==> config.mk <==
export PLATFORM = sky130hd
export DESIGN_NAME = symbol_packer_flat
export DESIGN_NICKNAME = d
export VERILOG_FILES = /design/src/rtl/viterbi_pkg.sv /design/src/rtl/symbol_packer_if.sv /design/src/rtl/symbol_packer.sv /design/src/flat_wrapper.sv
export SDC_FILE = /design/constraint.sdc
export NUM_CORES = 1
export LEC_CHECK = 0
export BUFFER_PORTS_ARGS = -buffer_cell sky130_fd_sc_hd__clkbuf_2
export CAP_MARGIN = 20
export CORE_UTILIZATION = 58
export DETAILED_ROUTE_END_ITERATION = 7
export PLACE_DENSITY_LB_ADDON = 0.25
export SLEW_MARGIN = 20
export SYNTH_ARGS = -nofsm -noshare
export SYNTH_HDL_FRONTEND = slang
export SYNTH_SLANG_ARGS = --single-unit
==> constraint.sdc <==
create_clock -name i_clk -period 5.3 [get_ports i_clk]
set_input_delay 0.265 -clock i_clk [delete_from_list [all_inputs] [get_ports i_clk]]
set_output_delay 0.265 -clock i_clk [all_outputs]
set_load 0.01 [all_outputs]
==> src/rtl/viterbi_pkg.sv <==
// Shared Viterbi datapath types and default widths (used by the SIPO chunker and the symbol packer).
package viterbi_pkg;

    localparam int SYM_W  = 2;
    localparam int WORD_W = 16;

    typedef enum logic [1:0] {
        ST_IDLE,
        ST_COLLECT,
        ST_OUTPUT
    } pack_state_t;

endpackage

==> src/rtl/symbol_packer_if.sv <==
// Symbol-in / word-out handshake bundle for the symbol packer.
interface symbol_packer_if #(
    parameter int SIZE_DATA_IN  = viterbi_pkg::SYM_W,
    parameter int SIZE_DATA_OUT = viterbi_pkg::WORD_W
);
    localparam int CNT_W = $clog2(SIZE_DATA_OUT / SIZE_DATA_IN);

    logic                     i_start;
    logic                     i_valid;
    logic [SIZE_DATA_IN-1:0]  i_data;
    logic                     o_ready;
    logic [SIZE_DATA_OUT-1:0] o_data;
    logic                     o_valid;
    logic                     i_ready;
    logic                     o_done;
    logic [CNT_W-1:0]         o_count;

    modport slave (
        input  i_start, i_valid, i_data, i_ready,
        output o_ready, o_data, o_valid, o_done, o_count
    );

    modport master (
        output i_start, i_valid, i_data, i_ready,
        input  o_ready, o_data, o_valid, o_done, o_count
    );

endinterface

==> src/rtl/symbol_packer.sv <==
// Packs MSB-first symbols into one word per frame slot, gated by the level i_start.
// o_valid the cycle after the last symbol accept; input stalls (o_ready=0) while a word is offered.
module symbol_packer
    import viterbi_pkg::*;
#(
    parameter int SIZE_DATA_IN  = SYM_W,
    parameter int SIZE_DATA_OUT = WORD_W
) (
    input  logic           i_clk,
    input  logic           i_rst_n,
    symbol_packer_if.slave bus
);

    localparam int NUM_SYM = SIZE_DATA_OUT / SIZE_DATA_IN;
    localparam int CNT_W   = $clog2(NUM_SYM);
    localparam logic [CNT_W-1:0] LAST_SYM = CNT_W'(NUM_SYM - 1);

    if (((SIZE_DATA_OUT % SIZE_DATA_IN) != 0) || (NUM_SYM < 2)) begin : g_param_check
        $error("symbol_packer: SIZE_DATA_OUT must be a multiple of SIZE_DATA_IN holding at least two symbols");
    end

    pack_state_t              state;
    logic [SIZE_DATA_OUT-1:0] shreg;
    logic [SIZE_DATA_OUT-1:0] shreg_nxt;
    logic [SIZE_DATA_OUT-1:0] data_q;
    logic [CNT_W-1:0]         count;
    logic                     valid_q;
    logic                     done_q;
    logic                     collect;

    assign collect   = (state == ST_COLLECT);
    assign shreg_nxt = {shreg[SIZE_DATA_OUT-SIZE_DATA_IN-1:0], bus.i_data};

    always_ff @(posedge i_clk or negedge i_rst_n) begin
        if (!i_rst_n) begin
            state   <= ST_IDLE;
            shreg   <= '0;
            data_q  <= '0;
            count   <= '0;
            valid_q <= 1'b0;
            done_q  <= 1'b0;
        end else begin
            done_q <= 1'b0;
            case (state)
                ST_IDLE: begin
                    if (bus.i_start) begin
                        state <= ST_COLLECT;
                        count <= '0;
                        shreg <= '0;
                    end
                end
                ST_COLLECT: begin
                    // Frame drop wins over a same-cycle symbol: the partial word is thrown away.
                    if (!bus.i_start) begin
                        state <= ST_IDLE;
                        count <= '0;
                        shreg <= '0;
                    end else if (bus.i_valid) begin
                        shreg <= shreg_nxt;
                        if (count == LAST_SYM) begin
                            data_q  <= shreg_nxt;
                            valid_q <= 1'b1;
                            count   <= '0;
                            state   <= ST_OUTPUT;
                        end else begin
                            count <= count + CNT_W'(1);
                        end
                    end
                end
                ST_OUTPUT: begin
                    if (bus.i_ready) begin
                        valid_q <= 1'b0;
                        done_q  <= 1'b1;
                        state   <= bus.i_start ? ST_COLLECT : ST_IDLE;
                    end
                end
                default: begin
                    state   <= ST_IDLE;
                    count   <= '0;
                    valid_q <= 1'b0;
                end
            endcase
        end
    end

    assign bus.o_ready = collect;
    assign bus.o_data  = data_q;
    assign bus.o_valid = valid_q;
    assign bus.o_done  = done_q;
    assign bus.o_count = count;

endmodule

==> src/flat_wrapper.sv <==
// flat-port wrapper written by rule: the top's interface ports become plain ports
module symbol_packer_flat import viterbi_pkg::*;
#(
    parameter int SIZE_DATA_IN  = SYM_W,
    parameter int SIZE_DATA_OUT = WORD_W
)
  (i_clk, i_rst_n, bus_i_start, bus_i_valid, bus_i_data, bus_i_ready, bus_o_ready, bus_o_data, bus_o_valid, bus_o_done, bus_o_count);
  symbol_packer_if #(.SIZE_DATA_IN(SIZE_DATA_IN), .SIZE_DATA_OUT(SIZE_DATA_OUT)) bus_i ();
  input  logic i_clk;
  input  logic i_rst_n;
  input wire logic [$bits(bus_i.i_start)-1:0] bus_i_start;
  input wire logic [$bits(bus_i.i_valid)-1:0] bus_i_valid;
  input wire logic [$bits(bus_i.i_data)-1:0] bus_i_data;
  input wire logic [$bits(bus_i.i_ready)-1:0] bus_i_ready;
  output wire logic [$bits(bus_i.o_ready)-1:0] bus_o_ready;
  output wire logic [$bits(bus_i.o_data)-1:0] bus_o_data;
  output wire logic [$bits(bus_i.o_valid)-1:0] bus_o_valid;
  output wire logic [$bits(bus_i.o_done)-1:0] bus_o_done;
  output wire logic [$bits(bus_i.o_count)-1:0] bus_o_count;
  assign bus_i.i_start = bus_i_start;
  assign bus_i.i_valid = bus_i_valid;
  assign bus_i.i_data = bus_i_data;
  assign bus_i.i_ready = bus_i_ready;
  assign bus_o_ready = bus_i.o_ready;
  assign bus_o_data = bus_i.o_data;
  assign bus_o_valid = bus_i.o_valid;
  assign bus_o_done = bus_i.o_done;
  assign bus_o_count = bus_i.o_count;
  symbol_packer #(.SIZE_DATA_IN(SIZE_DATA_IN), .SIZE_DATA_OUT(SIZE_DATA_OUT)) u_core (.i_clk(i_clk), .i_rst_n(i_rst_n), .bus(bus_i));
endmodule
# == Yosys cells after proc, flatten, opt, wreduce, memory -nomap -nowiden ==
# Index checks and enable logic that the tools add are counted.
# totals
in_bits,7
ff_bits,37
out_inout_bits,22
elab_cells,49
# op_classes
reduce_logical,7
muxes,23
eq_ne,10
n_addsub,1
n_bitwise,2
# ops
operator,n
$mux 14,3
$pmux 14 s2,1
$mux 3,4
$mux 2,5
$pmux 3 s3,1
$ne 2x2->1 const B,4
$reduce_and 4->1,2
$mux 1,7
$pmux 2 s3,1
$reduce_and 3->1,2
$reduce_and 5->1,1
$add 3x1->3 const B,1
$eq 3x3->1 const B,1
$ne 3x2->1 const B,1
$ne 3x3->1 const B,1
$pmux 1 s3,1
$eq 2x1->1 const B,1
$eq 2x2->1 const B,1
$logic_not 2->1,1
$ne 2x1->1 const B,1
$not 1->1,2
$reduce_bool 2->1,1

# == Longest topological paths before layout ==
# Gate-level depths: netlist of run 1.
# logic_depth
ltp_word,5
ltp_mapped,7
ltp_nobuf,5

# == Worst setup path before layout of run 1 ==
# Ideal clock, no wire load.
# synth_path
kind,flip-flop to flip-flop
from,register u_core.state[1]
to,register u_core.data_q[10] (netlist: u_core.bus.o_data[10])
path_buffers,4
t_arrival_ns,1.538
synth_period_minus_slack_ns,1.663
setup_slack_ns,3.637
t_required_ns,5.175
path_stages_with_launch,8
setup_time_ns,0.125
path_cell_list,dfrtp_1 > buf_4 > and3b_1 > buf_6 > and3_4 > buf_6 > buf_8 > mux2_4
# synth_between
elab_chain_len,2
# synth_rtl
element,line_no,source
"start, declared",symbol_packer.sv:22,pack_state_t state;
"start signal, assigned",symbol_packer.sv:74,state <= bus.i_start ? ST_COLLECT : ST_IDLE;
$eq 2x1->1,symbol_packer.sv:44,case (state)
$reduce_and 4->1 (no line),-,
"end signal, assigned",symbol_packer.sv:61,data_q <= shreg_nxt;
"end, declared",symbol_packer.sv:25,logic [SIZE_DATA_OUT-1:0] data_q;
# No other way between the ends.
# A chain may end at the register's enable or synchronous reset.

# == Worst setup path after layout of run 1 ==
# layout_path
from,register u_core.state[1]
to,register u_core.data_q[0] (netlist: u_core.bus.o_data[0])
# Same word-level chain as after synthesis.

==> results of run 1 <==
state kept, by name (all words and copies together) (netlist names):
register and cells:
u_core.shreg 14, u_core.bus.o_done 1, u_core.bus.o_count 3, u_core.state 2, u_core.bus.o_data 16, u_core.bus.o_valid 1
power breakdown:
group	internal, mW	total [mW]	switching (mW)
clock	0.0768	0.166	0.0889
sequential	0.285	0.288	0.00329
combinational	0.0104	0.0278	0.0175
total	0.372	0.482	0.110
through the flow:
step / setup slack, ns / std cells / util [%] / cell area [um^2] / power (mW)
global route: 3.174 / 191 / 70.92 / 1837 / 0.5031
CTS: 3.261 / 191 / 70.92 / 1837 / 0.4865
global placement: 3.347 / 183 / 68.21 / 1767 / 0.3210
detailed placement: 3.291 / 183 / 68.21 / 1767 / 0.3224
floorplan: 3.637 / 132 / - / 1650 / 0.3113
finish: 3.259 / 191 / 70.92 / 1837 / 0.4819
worst paths after layout:
kind	depth (start not counted)	startpoint	slack, ns	to
max in group asynchronous	1	i_rst_n	4.74	u_core.bus.o_data[0]
min in group i_clk	3	bus_i_data[0]	0.15	u_core.shreg[0]
hold / removal	1	i_rst_n	0.02	u_core.bus.o_done
setup / recovery	3	u_core.state[1]	3.26	u_core.bus.o_data[0]
setup reg to reg	3	u_core.state[1]	3.26	u_core.bus.o_data[0]
hold reg to reg	1	u_core.bus.o_valid	0.49	u_core.bus.o_valid
synth_stat cells, types with 2 or more instances:
cell type   n
buf_6       2
mux2_4      8
mux2_2      8
and3b_1     2
o22ai_1     3
buf_4       3
inv_1      16
mux2i_1    17
a21oi_1     2
dfrtp_1    37
nor2_1      2
nand2_1    18
ha_1        2
final cells by class:
| cell class | count | area share, % |
|---|---|---|
| Inverter | 16 | 3.270 |
| Clock buffer | 7 | 3.542 |
| Multi-Input combinational cell | 71 | 32.43 |
| Tap cell | 30 | 2.044 |
| Timing Repair Buffer | 29 | 8.038 |
| Sequential cell | 37 | 50.41 |
| Clock inverter | 1 | 0.2725 |
kinds of logic (layout without fill, tap and decap cells):
family,count (synthesis),after routing
buf+inv,24,53
fa+ha+maj,2,2
mux,33,33
simple gates,27,27
flops,37,37
compound gates,9,9
worst max-delay path, stage by stage, from the launching register on:
cell and delay [ns]:
dfrtp_1 0.49, and3b_1 0.59, and3_4 0.47, mux2_2 0.37
routing by layer:
metal / vias to the layer above / wire (um) / GRT usage [%]
li1: 488 / - / -
met1: 486 / 1179 / 23.06
met2: 27 / 1199 / 29.95
met3: 7 / 107 / 4.918
met4: 0 / 53 / 11.79
met5: - / 0 / 0
==> impl_metrics.tcl, run 1 <==
set metrics [dict create \
    viasPerCell 5.277 \
    worstMarginPinSlew_ns 0.8707 \
    clk_pin_slew_ns 0.10 \
    cts_setup_buffers 0 \
    firstDrtPassIters 4 \
    synthAdderAreaFrac_pct 1.516 \
    synth_edf_count 0 \
    power_leakage_nw 1.002 \
    vdd_drop_max_uv 223.2 \
    grt-ovfl-total 0 \
    synth_flop_cell "dfrtp_1" \
    synth_top_family_by_area "multiplexers" \
    ys_ff_latch 37 \
    end_kind "register" \
    synthCells 132 \
    synth_top_area_share_pct 56.10 \
    clock-root-buffer "clkbuf_4" \
    wirelength_um 2539 \
    netlist_area_mm2 0.001650 \
    max_slew_margin_pct 41.95 \
    fin_tns_setup_ns 0 \
    nets 169 \
    timing.final.crit_period_ns 2.041 \
    synthTopCellsByArea "dfrtp_1, mux2i_1, mux2_4" \
    drc 0 \
    grt_antenna_before_repair 0 \
    holdWs_ns 0.01779 \
    synthSimpleGateAreaFrac_pct 8.036 \
    drive_above_1_share_pct 34.78 \
    worst_ep_required_time_ns 5.53 \
    die-area_mm2 0.003063 \
    hold_viol 0 \
    syn_nets 141 \
    synth_async_sr_flop_share_pct 100.0 \
    status "finished clean" \
    setup_viol 0 \
    final_cell_mix "dfrtp_1, clkbuf_2, nand2_1, mux2i_1, inv_1" \
    insertion_delay_ns 0.34 \
    first_global_vias 1024 \
    cts_tree "done" \
    rows 18 \
    layout_commonest_cell "dfrtp_1" \
    grt_max_degree 38 \
    die_height_um 55.34 \
    fill_cells 198 \
    slew_violations 0 \
    synthMuxAreaShare_pct 23.05 \
    synthDistinctLibCells 25 \
    post_cts_resized 0 \
    num_vias 1008 \
    die_w_um 55.34 \
    clock-sinks 37 \
    ios 29 \
    arrival_ns 2.28 \
    grt_pass1_wl_um 4429 \
    cts_buffers 5 \
    avgRoutedWirePerCell_um 13.29 \
    crit_fanout 18 \
    yosysSeqAreaShare_pct 56.10 \
    syn2layout_area_growth_pct 11.30 \
    portBuffers 28 \
    globalRouteTotalUtil_pct 18.92 \
    yosysWarnings 0 \
    fp.coreArea_mm2 0.002590 \
    place.gp.congestion 0.7388 \
    fin_skew_ns 0.004866 \
    synth_compound_area_share_pct 3.487 \
    timing.fmax_ghz 0.4900 \
    critPathLaunchType "register" \
    postCtsHoldBufs 0 \
    syn_area_per_cell_um2 12.50 \
    yosys.area.top_type "dfrtp_1" \
    min_period_over_period_pct 38.51 \
    maxCapViolCount 0 \
    cts-htree-levels 2 \
    ant_nets 0 \
    n_antenna_cell 0 \
    rsz0062_at_grt "no" \
    clockBufferDepth 2 \
    crit_type "reg2reg" \
    synth-xor-area-share_pct 0 \
    initial_core_util_pct 63.72 \
    drtIter0Drc 15 \
    dp_hpwl_um 1715 \
    hold_class "in2async" \
    regArea_um2 925.9 \
    multi_input_comb_area_um2 595.6 \
    power_density_mw_per_mm2 262.4 \
]
Power figures use the tool's default switching activity.
==> run 2: changes to the inputs <==
- CORE_UTILIZATION: 58 -> 54
- clock period: 5.3 -> 2 ns (I/O delays scaled with it)
==> run 2 against run 1 <==
  * Sequential share of layout area is 0.64 points lower
  * Non-clock buffer count up 4
  * Hold slack gained 0.0083 ns
  * Largest cell class unchanged
  * The flow now finishes with violations (design-rule violations)
  * Utilization down 5.2 points
==> impl_metrics.tcl, run 2 (synthesis results as in run 1) <==
set metrics [dict create \
    insertion_delay_ns 0.33 \
    post_cts_resized 0 \
    hp-start "bus_i_start" \
    status "finished, violations left" \
    ff2ff_setup_slack_ns 0.36 \
    ant_nets 0 \
    drive_above_1_share_pct 33.54 \
    nets 173 \
    initial_core_util_pct 58.34 \
    clockBufferDepth 2 \
    fin_tns_setup_ns 0 \
    die_height_um 57.28 \
    cts_tree "done" \
    die-area_mm2 0.003281 \
    final_cell_mix "dfrtp_1, clkbuf_2, nand2_1, mux2i_1, inv_1" \
    slew_violations 0 \
    hold_class "in2reg" \
    ios 29 \
    rsz0062_at_grt "no" \
    rr_startpoint "u_core.bus.o_count[0]" \
    critPathMostFrequentCell "ha_1" \
    max_stage_delay_ns 0.42 \
    wirelength_um 2584 \
    clk_pin_slew_ns 0.10 \
    arrival_ns 1.86 \
    dp_hpwl_um 1728 \
    violations "design-rule violations" \
    critPathLaunchType "register" \
    slowest_stage "dfrtp_1" \
    cts_setup_buffers 0 \
    vdd_drop_max_uv 411.9 \
    globalRouteTotalUtil_pct 18.81 \
    syn2layout_area_growth_pct 12.74 \
    timing.final.crit_period_ns 1.637 \
    whs_path_depth 2 \
    layout_commonest_cell "dfrtp_1" \
    viasPerCell 5.113 \
    power_leakage_nw 1.010 \
    maxCapViolCount 0 \
    cts_buffers 5 \
    fill_cells 224 \
    hold_viol 0 \
    grt_antenna_before_repair 0 \
    timing.critical_path.from "u_core.bus.o_count[0]" \
    reg2reg_depth 4 \
    largest_reg_flops 16 \
    final_util_pct 65.77 \
    critical_path.cell_chain "ha_1 -> ha_1 -> and3_4 -> mux2_2" \
    rows 19 \
    power_density_mw_per_mm2 663.5 \
    place.gp.congestion 0.7613 \
    fp.coreArea_mm2 0.002829 \
    die_w_um 57.28 \
    timing.fmax_ghz 0.6110 \
    postCtsHoldBufs 3 \
    n_antenna_cell 0 \
    num_vias 997 \
    clock-root-buffer "clkbuf_4" \
    r2r_end "u_core.bus.o_data[2]" \
    fin_skew_ns 0.006440 \
    min_to "u_core.state[0]" \
    avgRoutedWirePerCell_um 13.25 \
    cts-htree-levels 2 \
    firstDrtPassIters 6 \
    worst_ep_required_time_ns 2.22 \
    clock-sinks 37 \
    crit_type "reg2reg" \
    end_kind "register" \
    worstMarginPinSlew_ns 0.8792 \
    grt-ovfl-total 0 \
    drc 1 \
    grt_pass1_wl_um 4540 \
    first_global_vias 969 \
    portBuffers 28 \
    max_slew_margin_pct 41.39 \
    setup_viol 0 \
    drtIter0Drc 21 \
    min_period_over_period_pct 81.84 \
    crit_fanout 18 \
    grt_max_degree 38 \
]
-- run 2: cell count changes in the layout (fill, tap and decap cells not counted), sizes merged --
cell | previous run | this run
buf | 1 | 2
clkinv | 1 | 0
dlygate4sd3 | 0 | 3
-- run 2: final cells by class --
class / count / area (um^2) / share of cell area [%]
Inverter: 16 / 60.06 / 3.228
Clock buffer: 7 / 55.05 / 2.959
Multi-Input combinational cell: 71 / 595.6 / 32.01
Sequential cell: 37 / 925.9 / 49.76
Tap cell: 31 / 38.79 / 2.085
Timing Repair Buffer: 33 / 185.2 / 9.953
-- run 2: worst max-delay path by stage --
stage / end / slack (ns)
global placement: u_core.bus.o_data[5] / 0.42
detailed placement: u_core.bus.o_data[3] / 0.36
global route: u_core.bus.o_data[5] / 0.28
floorplan: u_core.bus.o_data[10] / 0.34
finish: u_core.bus.o_data[2] / 0.36
CTS: u_core.bus.o_data[3] / 0.35
-- run 2: layer usage --
layer | up-vias | share of wire [%] | track usage (%)
met5 | - | 0 | 0
met4 | 0 | 1.2 | 7.317
met3 | 4 | 4.1 | 6.803
met2 | 22 | 47 | 28.57
met1 | 477 | 47 | 24.85
li1 | 494 | - | -
-- run 2: stage by stage --
| stage | cell area, um^2 | hold slack, ns | power [mW] | worst slack, ns | std cells |
|---|---|---|---|---|---|
| CTS | 1861 | 0.01074 | 1.255 | 0.3477 | 195 |
| global route | 1861 | 0.01749 | 1.291 | 0.2826 | 195 |
| floorplan | 1650 | -0.1956 | 0.8249 | 0.3372 | 132 |
| global placement | 1775 | 0.2475 | 0.8527 | 0.4221 | 185 |
| finish | 1861 | 0.02607 | 1.234 | 0.3633 | 195 |
| detailed placement | 1775 | 0.2645 | 0.8567 | 0.3586 | 185 |
-- run 2: worst max-delay path, delay by kind of cell (launching register included) --
family | cells | cell delay (ns)
fa+ha+maj | 2 | 0.36
flops | 1 | 0.42
mux | 1 | 0.38
simple gates | 1 | 0.39
-- run 2: report_power, final --
part | switching (mW) | internal [mW]
Clock | 0.224 | 0.166
Combinational | 0.0483 | 0.0326
Sequential | 0.00869 | 0.755
Total | 0.281 | 0.954
